<file path="config.mk">
export PLATFORM = sky130hd
export DESIGN_NAME = sd_read_sched
export DESIGN_NICKNAME = d
export VERILOG_FILES = /design/src/rtl/sd_ctrl_pkg.sv /design/src/rtl/sd_rr_arb.sv /design/src/rtl/sd_read_sched.sv
export SDC_FILE = /design/constraint.sdc
export NUM_CORES = 1
export LEC_CHECK = 0
export BUFFER_PORTS_ARGS = -buffer_cell sky130_fd_sc_hd__buf_2
export CORE_MARGIN = 2
export CORE_UTILIZATION = 48
export DETAILED_ROUTE_END_ITERATION = 8
export GPL_TIMING_DRIVEN = 0
export PLACE_DENSITY = 0.73
export SETUP_SLACK_MARGIN = 0.2
export SYNTH_ARGS = -nofsm -noshare
export SYNTH_HDL_FRONTEND = slang
export SYNTH_SLANG_ARGS = --single-unit
</file>
<file path="constraint.sdc">
create_clock -name SD_clk -period 2.6 [get_ports SD_clk]
set_clock_uncertainty 0.1 [all_clocks]
set_input_delay 0.26 -clock SD_clk [delete_from_list [all_inputs] [get_ports SD_clk]]
set_output_delay 0.26 -clock SD_clk [all_outputs]
set_load 0.01 [all_outputs]
</file>
<file path="src/rtl/sd_ctrl_pkg.sv">
// Shared definitions for the SD read scheduler.
//   sd_state_e  : scheduler FSM encoding
//   sd_job_t    : latched job context (current sector, sectors left, owner)
//   SEC_BYTES   : bytes the engine delivers per sector
//   TIMEOUT_CYC_DEF / MAX_SECS_DEF : default parameter values
//   cnt_illegal : sector counts that must be rejected at grant
package sd_ctrl_pkg;

  typedef enum logic [2:0] {
    S_IDLE  = 3'd0,
    S_ISSUE = 3'd1,
    S_WAIT  = 3'd2,
    S_NEXT  = 3'd3,
    S_FIN   = 3'd4
  } sd_state_e;

  localparam int SEC_BYTES       = 512;
  localparam int TIMEOUT_CYC_DEF = 1048576;
  localparam int MAX_SECS_DEF    = 65535;

  typedef struct packed {
    logic [31:0] sec;
    logic [15:0] rem;
    logic        id;
  } sd_job_t;

  // Zero-length jobs and jobs above the configured maximum are refused.
  function automatic logic cnt_illegal(input logic [15:0] cnt, input int max_secs);
    return (cnt == 16'd0) || ({16'd0, cnt} > 32'(max_secs));
  endfunction

endpackage

</file>
<file path="src/rtl/sd_rr_arb.sv">
// 2-way round-robin arbiter with a last-winner pointer.
//   SD_clk, init : clock, synchronous active-low reset
//   i_req0/1     : requests
//   i_en         : grant is being taken this cycle (updates pointer)
//   o_gnt0/1     : one-hot combinational grant (both low if no request)
module sd_rr_arb (
  input  logic SD_clk,
  input  logic init,
  input  logic i_req0,
  input  logic i_req1,
  input  logic i_en,
  output logic o_gnt0,
  output logic o_gnt1
);

  // 1 = requester 1 won last, so requester 0 has priority on a tie.
  // Resetting to 1 makes requester 0 first after reset.
  logic r_last;

  assign o_gnt0 = i_req0 & (~i_req1 | r_last);
  assign o_gnt1 = i_req1 & (~i_req0 | ~r_last);

  always_ff @(posedge SD_clk) begin
    if (!init)                         r_last <= 1'b1;
    else if (i_en && (o_gnt0 || o_gnt1)) r_last <= o_gnt1;
  end

endmodule

</file>
<file path="src/rtl/sd_read_sched.sv">
// Two-requester job scheduler in front of an SD block-read engine.
// A job (start sector + count) is split into single-sector engine requests;
// engine bytes are forwarded tagged with the owning requester.
//   SD_clk, init           : clock, synchronous active-low reset
//   req*/sec*/cnt*/ack*    : job request handshake, per requester
//   done*_o, err_o         : job completion pulse, err valid with done
//   rd_req_o, rd_sec_o     : engine request / sector
//   rd_done_i              : engine sector-complete level
//   byte_i, byte_vld_i     : engine data in
//   byte_o, byte_vld_o, byte_id_o : forwarded data + owner
//   busy_o                 : FSM not idle
module sd_read_sched
  import sd_ctrl_pkg::*;
#(
  parameter int TIMEOUT_CYC = TIMEOUT_CYC_DEF,
  parameter int MAX_SECS    = MAX_SECS_DEF
) (
  input  logic        SD_clk,
  input  logic        init,
  input  logic        req0_i,
  input  logic        req1_i,
  input  logic [31:0] sec0_i,
  input  logic [31:0] sec1_i,
  input  logic [15:0] cnt0_i,
  input  logic [15:0] cnt1_i,
  output logic        ack0_o,
  output logic        ack1_o,
  output logic        done0_o,
  output logic        done1_o,
  output logic        err_o,
  output logic        rd_req_o,
  output logic [31:0] rd_sec_o,
  input  logic        rd_done_i,
  input  logic [7:0]  byte_i,
  input  logic        byte_vld_i,
  output logic [7:0]  byte_o,
  output logic        byte_vld_o,
  output logic        byte_id_o,
  output logic        busy_o
);

  localparam int                TO_W    = $clog2(TIMEOUT_CYC + 1);
  localparam logic [TO_W-1:0]   TO_LAST = TO_W'(TIMEOUT_CYC - 1);
  localparam int                BC_W    = $clog2(SEC_BYTES) + 2;

  sd_state_e        r_state;
  sd_job_t          r_job;
  logic             r_iss2;       // second ISSUE cycle
  logic [TO_W-1:0]  r_to;
  logic [BC_W-1:0]  r_bcnt;
  logic             r_err_acc;    // sticky short/long-sector flag for this job
  logic             r_rd_done_q;
  logic             r_ack0, r_ack1, r_done0, r_done1, r_err, r_rd_req;
  logic [7:0]       r_byte;
  logic             r_byte_vld;

  logic             w_gnt0, w_gnt1;
  logic [31:0]      w_sec;
  logic [15:0]      w_cnt;
  logic             w_rd_rise;
  logic [BC_W-1:0]  w_bcnt_nxt;

  sd_rr_arb u_arb (
    .SD_clk (SD_clk),
    .init   (init),
    .i_req0 (req0_i),
    .i_req1 (req1_i),
    .i_en   (r_state == S_IDLE),
    .o_gnt0 (w_gnt0),
    .o_gnt1 (w_gnt1)
  );

  assign w_sec      = w_gnt1 ? sec1_i : sec0_i;
  assign w_cnt      = w_gnt1 ? cnt1_i : cnt0_i;
  assign w_rd_rise  = rd_done_i & ~r_rd_done_q;
  // Includes a byte arriving on the same cycle as the rd_done rise.
  assign w_bcnt_nxt = r_bcnt + BC_W'(byte_vld_i);

  always_ff @(posedge SD_clk) begin
    if (!init) begin
      r_state     <= S_IDLE;
      r_job       <= '0;
      r_iss2      <= 1'b0;
      r_to        <= '0;
      r_bcnt      <= '0;
      r_err_acc   <= 1'b0;
      r_rd_done_q <= 1'b0;
      r_ack0      <= 1'b0;
      r_ack1      <= 1'b0;
      r_done0     <= 1'b0;
      r_done1     <= 1'b0;
      r_err       <= 1'b0;
      r_rd_req    <= 1'b0;
      r_byte      <= '0;
      r_byte_vld  <= 1'b0;
    end else begin
      r_ack0      <= 1'b0;
      r_ack1      <= 1'b0;
      r_done0     <= 1'b0;
      r_done1     <= 1'b0;
      r_err       <= 1'b0;
      r_rd_done_q <= rd_done_i;
      r_byte      <= byte_i;
      r_byte_vld  <= byte_vld_i && (r_state == S_WAIT);

      // done/err are set on the edge entering FIN so the pulse coincides
      // with the FIN cycle; defaults above clear it on the way out.
      case (r_state)
        S_IDLE: begin
          if (w_gnt0 || w_gnt1) begin
            r_ack0    <= w_gnt0;
            r_ack1    <= w_gnt1;
            r_job.id  <= w_gnt1;
            r_job.sec <= w_sec;
            r_job.rem <= w_cnt;
            r_err_acc <= 1'b0;
            if (cnt_illegal(w_cnt, MAX_SECS)) begin
              r_done0 <= w_gnt0;
              r_done1 <= w_gnt1;
              r_err   <= 1'b1;
              r_state <= S_FIN;
            end else begin
              r_rd_req <= 1'b1;
              r_iss2   <= 1'b0;
              r_state  <= S_ISSUE;
            end
          end
        end

        // rd_req held two cycles so a negedge-sampling engine always sees it.
        S_ISSUE: begin
          r_to   <= '0;
          r_bcnt <= '0;
          if (!r_iss2) begin
            r_iss2 <= 1'b1;
          end else begin
            r_rd_req <= 1'b0;
            r_state  <= S_WAIT;
          end
        end

        S_WAIT: begin
          r_to <= r_to + TO_W'(1);
          if (byte_vld_i) r_bcnt <= w_bcnt_nxt;
          if (w_rd_rise) begin
            if (w_bcnt_nxt != BC_W'(SEC_BYTES)) r_err_acc <= 1'b1;
            r_state <= S_NEXT;
          end else if (r_to == TO_LAST) begin
            r_done0 <= ~r_job.id;
            r_done1 <= r_job.id;
            r_err   <= 1'b1;
            r_state <= S_FIN;
          end
        end

        S_NEXT: begin
          r_job.rem <= r_job.rem - 16'd1;
          if (r_job.rem == 16'd1) begin
            r_done0 <= ~r_job.id;
            r_done1 <= r_job.id;
            r_err   <= r_err_acc;
            r_state <= S_FIN;
          end else begin
            r_job.sec <= r_job.sec + 32'd1;
            r_rd_req  <= 1'b1;
            r_iss2    <= 1'b0;
            r_state   <= S_ISSUE;
          end
        end

        S_FIN:   r_state <= S_IDLE;
        default: r_state <= S_IDLE;
      endcase
    end
  end

  assign ack0_o     = r_ack0;
  assign ack1_o     = r_ack1;
  assign done0_o    = r_done0;
  assign done1_o    = r_done1;
  assign err_o      = r_err;
  assign rd_req_o   = r_rd_req;
  assign rd_sec_o   = r_job.sec;
  assign byte_o     = r_byte;
  assign byte_vld_o = r_byte_vld;
  assign byte_id_o  = r_job.id;
  assign busy_o     = (r_state != S_IDLE);

endmodule

</file>
==> results.json, run 1 <==
{
  "status": "finished, final reports clean",
  "root_buffer": "clkbuf_16",
  "arrival_ns": 2.52,
  "cts_tree": "done",
  "r2r_slack_ns": 0.22,
  "fin_nets": 1133,
  "async_flop_share_pct": 0,
  "relSlewSlack_pct": 47.5,
  "period_minus_slack_ns": 2.38,
  "synth_seq_cells": 103,
  "placedCellCount": 1166,
  "synth_edf_count": 0,
  "power_frac_clock_pct": 24.7,
  "synth_area_mm2": 0.00628,
  "dieArea_mm2": 0.0140,
  "end_kind": "flip-flop",
  "sequentialPowerShare_pct": 37.4,
  "vias_per_cell": 6.00,
  "timing.fmax_mhz": 420,
  "syn_inst": 839,
  "cts_buffer_depth": 2,
  "clkLatencyLatePin_ns": 0.36,
  "cts_buffers": 9,
  "path_clk_slew_ns": 0.07,
  "period_share_pct": 91.6,
  "drv_slew": 0,
  "antenna_found_initial": 0,
  "yosysWarnings": 0,
  "ir_drop_uv": 458,
  "post-route-util_pct": 61.6,
  "die_w_um": 118,
  "dpl_worst_slack_ns": -0.173,
  "rr_startpoint": "rd_sec_o[7]",
  "hold_path.class": "in -> reg",
  "grt_usage_pct": 29.9,
  "boundaryPins": 159,
  "maxCapViolCount": 0,
  "critPathCapture": "rd_sec_o[19]",
  "finalPower_mw": 5.26,
  "combPwrFrac_pct": 37.8,
  "switchingPower_mw": 1.98,
  "swShare_pct": 37.6,
  "syn_to_final_growth_pct": 24.3,
  "antenna_cells": 0,
  "die_h_um": 118,
  "rows": 41,
  "dr.pass1.iters": 7,
  "grt_start_max_net_pins": 16,
  "layout_common_cells": "buf_2 (164), nand2_1 (109), dfxtp_1 (102)",
  "grt_pass1_wl_mm": 33.5,
  "finalHoldViolCount": 0,
  "gp_congestion": 0.952,
  "layout_commonest_cell": "buf_2",
  "start_kind": "flip-flop",
  "gr-total-overflow": 0,
  "dp_hpwl_mm": 15.4,
  "syn_avg_cell_area_um2": 7.48,
  "htree_levels": 3,
  "drc": 0,
  "timing.hold.ws_ns": 0.00961,
  "crit_type": "reg -> reg",
  "path_max_fanout": 8,
  "io_buffers": 155,
  "final_layout_size_suffix_gt1_share_pct": 26.8,
  "ys.flop_type": "dfxtp_1",
  "synth_cell_types": 76,
  "startpoint": "rd_sec_o[7]",
  "setup_viol": 0,
  "drtIter0Drc": 865,
  "fin_ws_ns": 0.219,
  "cellPowerDensity_mw_per_mm2": 674,
  "core-area_mm2": 0.0127,
  "syn_nets": 955,
  "instances_no_fill": 1194,
  "routedWlPerCell_um": 18.0,
  "internal_power_mw": 3.28,
  "clock_sinks": 103,
  "initial_utilization_pct": 49.5,
  "worst_pin_slew_ns": 0.788,
  "postRouteWirelength_mm": 21.5,
  "worstReg2RegEnd": "rd_sec_o[19]",
  "ant_nets": 0,
  "leakage_nw": 3.38,
  "grt_pass1_vias": 6434,
  "rsz0062_at_grt": "false",
  "worst_ep_required_time_ns": 2.74,
  "vias": 7159,
  "ys_seq_area_share_pct": 32.9,
  "rr_worst_depth": 7
}
-- cell families after synthesis --
kind of cell	after synthesis	synth area share (%)
adder cells (fa/ha/maj)	6	1.20
XOR/XNOR	4	0.558
buffers and inverters	101	8.37
multiplexers	26	4.23
flip-flops	103	32.9
AND/OR/NAND/NOR	338	26.6
AO/OA/AOI/OAI	261	26.2
-- synthesized netlist by cell type, types with 6 or more instances --
| master | n | area share (%) |
|---|---|---|
| o21ai_1 | 9 | 0.72 |
| a21oi_1 | 91 | 7.3 |
| nor4_1 | 17 | 1.7 |
| o311a_1 | 6 | 0.96 |
| ha_1 | 6 | 1.2 |
| nand3_1 | 29 | 2.3 |
| nor2_1 | 66 | 3.9 |
| o211ai_1 | 9 | 1.1 |
| o32ai_1 | 9 | 1.3 |
| buf_4 | 32 | 3.8 |
| nor3_1 | 29 | 2.3 |
| nand4_1 | 15 | 1.5 |
| and2_1 | 12 | 1.2 |
| inv_1 | 13 | 0.78 |
| buf_2 | 9 | 0.72 |
| o22ai_1 | 13 | 1.3 |
| nand2_1 | 109 | 6.5 |
| or3_1 | 9 | 0.90 |
| and3_1 | 11 | 1.1 |
| mux2i_1 | 22 | 3.5 |
| dfxtp_1 | 103 | 33 |
| o21ai_0 | 44 | 3.5 |
| a21o_1 | 6 | 0.72 |
| a31oi_1 | 19 | 1.9 |
| a22oi_1 | 6 | 0.72 |
| clkbuf_1 | 41 | 2.5 |
| nand2b_1 | 8 | 0.80 |
-- registers in the layout (all words and copies together), names as in the netlist --
signal	flops
r_err_acc	1
r_bcnt	11
r_state	3
r_iss2	1
r_rd_done_q	1
byte_o	8
ack0_o	1
err_o	1
r_job	16
rd_sec_o	32
done1_o	1
rd_req_o	1
ack1_o	1
r_to	21
byte_id_o	1
done0_o	1
byte_vld_o	1
u_arb.r_last	1
-- cell type report --
cell class              instances  area [um2]
multi-input cells             635        3780
plain buffers                  86         510
inverters                      14        52.6
clock buffers                  14         264
well taps                     172         215
repair buffers                168         896
fillers                      1210        4870
flip-flops and latches        103        2070
clock inverters                 2        15.0
-- repair_timing --
action	4_1_cts	5_1_grt
hold buffers	1	1
endpoints found under the setup margin	41	53
setup buffers	0	9
pin swaps	1	5
hold endpoints to repair	1	1
cloned	0	2
gates resized for setup	19	43
-- worst min path at each step --
stage | start | cells past startpoint | slack [ns] | endpoint
2_1_floorplan | rd_done_i | 1 | 0.28 | r_rd_done_q
3_3_place_gp | r_bcnt[0] | 2 | 0.36 | r_bcnt[0]
3_5_place_dp | r_bcnt[0] | 2 | 0.36 | r_bcnt[0]
4_1_cts | byte_i[5] | 2 | 0.0007 | byte_o[5]
5_1_grt | byte_i[1] | 2 | 0.0008 | byte_o[1]
6_report | byte_i[5] | 2 | 0.01 | byte_o[5]
-- metal layers --
layer,vias to the layer above,share of wire (%),GRT usage [%]
met2,441,44,46.6
met5,-,0,0
met1,3224,42,39.5
met3,70,9.8,7.29
li1,3424,-,-
met4,0,3.7,12.6
-- per-stage QoR --
step / TNS [ns] / instance area, um2
final: 0 / 7800
after global routing: 0 / 7800
after CTS: 0 / 7600
after detailed placement: -1.73 / 7270
after global placement: -1.70 / 7270
after floorplan: 0 / 6280
-- worst max-delay path, stage by stage, from the launching register on --
cell	delay (ns)
dfxtp_1	0.50
nand4_1	0.24
or2_2	0.34
clkbuf_1	0.22
nor3_4	0.21
buf_4	0.20
a31oi_1	0.10
o311a_1	0.34
-- power groups by stage --
| stage | Sequential, mW | Clock [mW] | Combinational (mW) |
|---|---|---|---|
| floorplan | 1.94 | 0 | 1.24 |
| global placement | 1.99 | 0 | 1.80 |
| detailed placement | 1.99 | 0 | 1.81 |
| CTS | 1.96 | 1.32 | 1.83 |
| global route | 1.99 | 1.38 | 2.16 |
| finish | 1.97 | 1.30 | 1.99 |
(Power assumes the default switching activity.)
==> run 2: changes to the inputs <==
Settings changed: ABC_AREA set to 1.
==> run 2 against run 1 <==
Fmax is 18% higher. Sequential share of layout area is 1.1 points lower. Die area is 6.9% higher. Area after synthesis is 7.1% higher. Clock power is 14% higher. Core utilization is 2.6 points lower. Register-to-register slack better by 0.37 ns. Clock-buffer cell count is 3 lower. Synthesized cell count is 23% higher. Final cell count is 16% higher. Flip-flop and latch count stayed put. Critical path type unchanged. Largest power group unchanged. Highest routed layer unchanged.
==> results.json, run 2 <==
{
  "yosysWarnings": 0,
  "status": "finished, final reports clean",
  "clock_sinks": 103,
  "maxCapViolCount": 0,
  "period_minus_slack_ns": 2.01,
  "setup_viol": 0,
  "htree_levels": 3,
  "cellPowerDensity_mw_per_mm2": 883,
  "vias": 7420,
  "antenna_cells": 0,
  "synth_common_cells": "nand2_1 (240), nor2_1 (110), dfxtp_1 (103), a21oi_1 (100), inv_1 (95)",
  "power_frac_clock_pct": 20.7,
  "worst_pin_slew_ns": 0.671,
  "postRouteWirelength_mm": 19.9,
  "synth_top_area_cell": "dfxtp_1",
  "leakage_nw": 3.78,
  "dr.pass1.iters": 5,
  "period_share_pct": 77.3,
  "layout_commonest_cell": "nand2_1",
  "dieArea_mm2": 0.0150,
  "path_clk_slew_ns": 0.07,
  "rows": 43,
  "path_max_fanout": 6,
  "swShare_pct": 43.4,
  "relSlewSlack_pct": 55.2,
  "timing.hold.ws_ns": 0.0154,
  "drtIter0Drc": 731,
  "finalSetupTns_ns": 0,
  "initial_utilization_pct": 48.8,
  "dp_hpwl_mm": 14.9,
  "fin_nets": 1322,
  "synth_edf_count": 0,
  "gp_congestion": 0.964,
  "io_buffers": 156,
  "clkLatencyLatePin_ns": 0.37,
  "end_kind": "flip-flop",
  "synth_cell_types": 55,
  "start_kind": "flip-flop",
  "synth.top_cell.area_share_pct": 30.7,
  "internal_power_mw": 4.06,
  "syn_avg_cell_area_um2": 6.52,
  "timing.fmax_mhz": 498,
  "syn_nets": 1147,
  "crit_type": "reg -> reg",
  "core-area_mm2": 0.0138,
  "vias_per_cell": 5.33,
  "grt_pass1_vias": 6619,
  "synth_seq_cells": 103,
  "switchingPower_mw": 3.12,
  "finalHoldViolCount": 0,
  "die_w_um": 122,
  "cts_buffers": 9,
  "ctsResizeCount": 0,
  "worst_ep_required_time_ns": 2.80,
  "ys.flop_type": "dfxtp_1",
  "ant_nets": 0,
  "cts_buffer_depth": 2,
  "rsz0062_at_grt": "false",
  "ir_drop_uv": 480,
  "boundaryPins": 159,
  "root_buffer": "clkbuf_16",
  "antenna_found_initial": 0,
  "grt_pass1_wl_mm": 32.2,
  "drc": 0,
  "arrival_ns": 2.21,
  "syn_inst": 1031,
  "syn_to_final_growth_pct": 20.8,
  "post_cts_buffers": 0,
  "synth_area_mm2": 0.00672,
  "final_layout_size_suffix_gt1_share_pct": 23.9,
  "async_flop_share_pct": 0,
  "grt_start_max_net_pins": 17,
  "largest_reg_flops": 32,
  "die_h_um": 122,
  "routedWlPerCell_um": 14.3,
  "cts_tree": "done",
  "synth.area.top_cells": "dfxtp_1 (31%), nand2_1 (13%), a21oi_1 (7.4%)",
  "combPwrFrac_pct": 46.5,
  "gr-total-overflow": 0,
  "ys_seq_area_share_pct": 30.7,
  "drv_slew": 0,
  "grt_usage_pct": 27.2,
  "layout_common_cells": "nand2_1 (240), buf_2 (166), nor2_1 (110)",
  "sequentialPowerShare_pct": 32.8,
  "hold_path.class": "in -> reg",
  "post-synth-top-count-cell": "nand2_1"
}
run 2: cell count changes after synthesis, sizes merged, moves of 23 or more:
cell / delta
o21ai: +23
clkbuf: -24
nand3: +32
nor2: +56
inv: +96
nand2: +145
run 2: per-stage QoR:
step           area (um2)  setup slack [ns]  std cells  utilization [%]  total power, mW
2_1_floorplan        6720             0.850       1031                -             4.64
3_3_place_gp         7730             0.570       1367             56.1             5.62
3_5_place_dp         7730             0.587       1367             56.1             5.65
4_1_cts              8130             0.584       1391             59.0             7.15
5_1_grt              8130             0.354       1391             59.0             7.68
6_report             8130             0.591       1391             59.0             7.18
run 2: worst paths after layout:
path	startpoint	to	slack, ns	depth (start not counted)
setup / recovery	rd_sec_o[0]	rd_sec_o[20]	0.59	10
hold / removal	rd_done_i	r_rd_done_q	0.02	3
setup reg to reg	rd_sec_o[0]	rd_sec_o[20]	0.59	10
hold reg to reg	r_err_acc	r_err_acc	0.36	2
run 2: area by class of cell:
cell class | instances | area, um2
multi-input combinational | 746 | 3790
buffer | 72 | 453
tap | 180 | 225
timing repair buffer | 164 | 861
sequential | 103 | 2060
fill | 1401 | 5650
clock buffer | 11 | 233
clock inverter | 5 | 82.6
inverter | 110 | 415
run 2: metal layers:
layer | track usage, % | routed length [um] | share of wire, % | up-vias
met4 | 8.12 | 295 | 1.5 | 0
met1 | 36.6 | 9030 | 45 | 3428
met5 | 0 | 0 | 0 | -
li1 | - | - | - | 3725
met3 | 4.69 | 1260 | 6.3 | 25
met2 | 44.6 | 9340 | 47 | 242
run 2: logic make-up (layout without fill, tap and decap cells):
family / Yosys count / in the layout / synth area share (%)
DFF: 103 / 103 / 30.7
and+or+nand+nor: 490 / 490 / 33.5
buffers and inverters: 182 / 362 / 12.9
adders and majority gates: 6 / 6 / 1.12
xor gates and xnor gates: 15 / 15 / 1.95
AOI/OAI and AO/OA: 235 / 235 / 19.9
run 2: power by group through the flow:
| stage | clock (mW) | sequential, mW | combinational [mW] |
|---|---|---|---|
| 2_1_floorplan | 0 | 2.27 | 2.37 |
| 4_1_cts | 1.50 | 2.34 | 3.31 |
| 3_5_place_dp | 0 | 2.37 | 3.29 |
| 6_report | 1.48 | 2.35 | 3.34 |
| 5_1_grt | 1.56 | 2.40 | 3.72 |
| 3_3_place_gp | 0 | 2.37 | 3.25 |
run 2: repair_timing:
action,in CTS,in global routing
hold buffers,8,0
endpoints found under the hold margin,8,0
setup endpoints to repair,0,0
run 2: critical path, stage by stage, from the launching register on:
cell and delay, ns:
dfxtp_1 0.40, ha_1 0.23, nand4_2 0.18, nor2_4 0.17, nand2_4 0.10, nor2_4 0.12
nand2_2 0.12, nor2_4 0.19, o21ai_1 0.08, a21o_1 0.17, a21oi_1 0.11
==> run 3: changes to the inputs <==
Clock period 2.6 ns to 1.95 ns, I/O delays scaled along.
==> run 3 against run 2 <==
Worst hold slack improved by 0.078 ns. Routed wire length up 16%. Register-to-register slack got worse by 0.50 ns. Sequential power rose by 39%. Sequential share of layout area fell by 3.2 points. Core utilization up 10 points. Die area stayed put. Cell area up 17%. Global-route usage increased by 1.2 points. Via count increased by 6.2%. Worst setup slack lost 0.50 ns. Critical endpoint is now r_to[18].
==> results.json, run 3 (synthesis gave the netlist of run 2 again) <==
{
  "status": "finished, final reports clean",
  "clkLatencyLatePin_ns": 0.36,
  "end_kind": "flip-flop",
  "drv_slew": 0,
  "relSlewSlack_pct": 48.1,
  "path_max_fanout": 4,
  "routedWlPerCell_um": 15.8,
  "worst_pin_slew_ns": 0.779,
  "finalSetupTns_ns": 0,
  "cts_buffer_depth": 2,
  "leakage_nw": 4.40,
  "antenna_found_initial": 0,
  "swShare_pct": 44.5,
  "largest_reg_flops": 32,
  "timing.hold.ws_ns": 0.0933,
  "grt_usage_pct": 28.4,
  "worst_ep_required_time_ns": 2.08,
  "finalHoldViolCount": 0,
  "grt_busiest_layer": "met2",
  "die_w_um": 122,
  "ant_nets": 0,
  "stdcell_area_mm2": 0.00954,
  "n_fill_cell": 1137,
  "root_buffer": "clkbuf_16",
  "setup_viol": 0,
  "dieArea_mm2": 0.0150,
  "dpl_worst_slack_ns": -0.0328,
  "clock_sinks": 103,
  "path_clk_slew_ns": 0.08,
  "period_share_pct": 95.4,
  "internal_power_mw": 6.07,
  "vias_per_cell": 5.39,
  "vias": 7878,
  "drc": 0,
  "start_kind": "flip-flop",
  "boundaryPins": 159,
  "grt_pass1_wl_mm": 33.3,
  "cp_cell_sequence": "ha_4 > nand3_4 > nor2_4 > buf_6 > nand3_4 > nor2_4 > nand2_2 > nor3_4 > buf_4 > a211oi_2",
  "drtIter0Drc": 684,
  "io_buffers": 156,
  "grt_pass1_vias": 6870,
  "sequentialPowerShare_pct": 29.9,
  "hold_depth": 5,
  "final_layout_size_suffix_gt1_share_pct": 39.6,
  "rr_worst_depth": 10,
  "finalPower_mw": 10.9,
  "cellPowerDensity_mw_per_mm2": 1150,
  "slowest_stage": "dfxtp_4",
  "grt_start_max_net_pins": 18,
  "dr.pass1.iters": 5,
  "ir_drop_uv": 727,
  "rsz0062_at_grt": "true",
  "instances_no_fill": 1461,
  "gr-total-overflow": 0,
  "dp_hpwl_mm": 15.0,
  "fin_ws_ns": 0.0899,
  "die_h_um": 122,
  "critical_path.max_stage_delay_ns": 0.37,
  "antenna_cells": 0,
  "postRouteWirelength_mm": 23.1,
  "gp_congestion": 0.934,
  "switchingPower_mw": 4.87,
  "crit_type": "reg -> reg",
  "layout_common_cells": "nand2_1 (200), buf_2 (161), buf_4 (94)",
  "grt_use_met2_pct": 47.6,
  "cts_tree": "done",
  "htree_levels": 3,
  "fin_nets": 1392,
  "post-route-util_pct": 69.3,
  "syn_to_final_growth_pct": 41.9,
  "period_minus_slack_ns": 1.86,
  "placedCellCount": 1367,
  "timing.fmax_mhz": 538,
  "cts_buffers": 9,
  "maxCapViolCount": 0,
  "grt_use_met3_pct": 5.67,
  "core-area_mm2": 0.0138,
  "layout_commonest_cell": "nand2_1",
  "combPwrFrac_pct": 53.4,
  "gr-usage-met1_pct": 36.1,
  "hold_path.class": "in -> reg",
  "arrival_ns": 1.99,
  "placed_area_mm2": 0.00773,
  "initial_utilization_pct": 48.8,
  "rows": 43,
  "power_frac_clock_pct": 16.7
}
-- run 3: final cells by class --
type                       instances  area (um2)  area share [%]
multi-input combinational        746        4460            46.7
sequential                       103        2110            22.1
timing repair buffer             234        1470            15.4
buffer                            72         554            5.81
inverter                         110         439            4.60
clock buffer                      11         253            2.65
tap                              180         225            2.36
clock inverter                     5        38.8           0.406
-- run 3: timing repair --
item / CTS / global route
gates resized for setup: 82 / 186
pin swaps: 30 / 73
endpoints found under the setup margin: 54 / 78
cloned: 1 / 2
endpoints found under the hold margin: 9 / 0
hold buffers: 9 / 0
buffers inserted: 25 / 41
-- run 3: worst max-delay path: cells and delay by family (launching register included) --
family / cells / cell delay, ns
compound gates: 1 / 0.05
simple gates: 6 / 0.79
flops: 1 / 0.37
fa+ha+maj: 1 / 0.15
buf+inv: 2 / 0.27
-- run 3: worst paths after layout --
check             start  slack (ns)            to
max             r_to[0]        0.09      r_to[18]
min          sec0_i[13]        0.09  rd_sec_o[13]
max reg2reg     r_to[0]        0.09      r_to[18]
min reg2reg    r_to[10]        0.36      r_to[10]
-- run 3: layer usage --
layer / wire [um] / up-vias
met5: 0 / -
met3: 1480 / 55
met1: 9600 / 3644
met2: 11300 / 310
li1: - / 3869
met4: 701 / 0
-- run 3: power by group through the flow --
stage	sequential, mW	clock [mW]	combinational (mW)
after floorplan	3.02	0	3.16
after global placement	3.15	0	4.35
after detailed placement	3.15	0	4.39
after CTS	3.17	1.83	4.76
after global routing	3.33	1.91	6.33
final	3.27	1.83	5.84
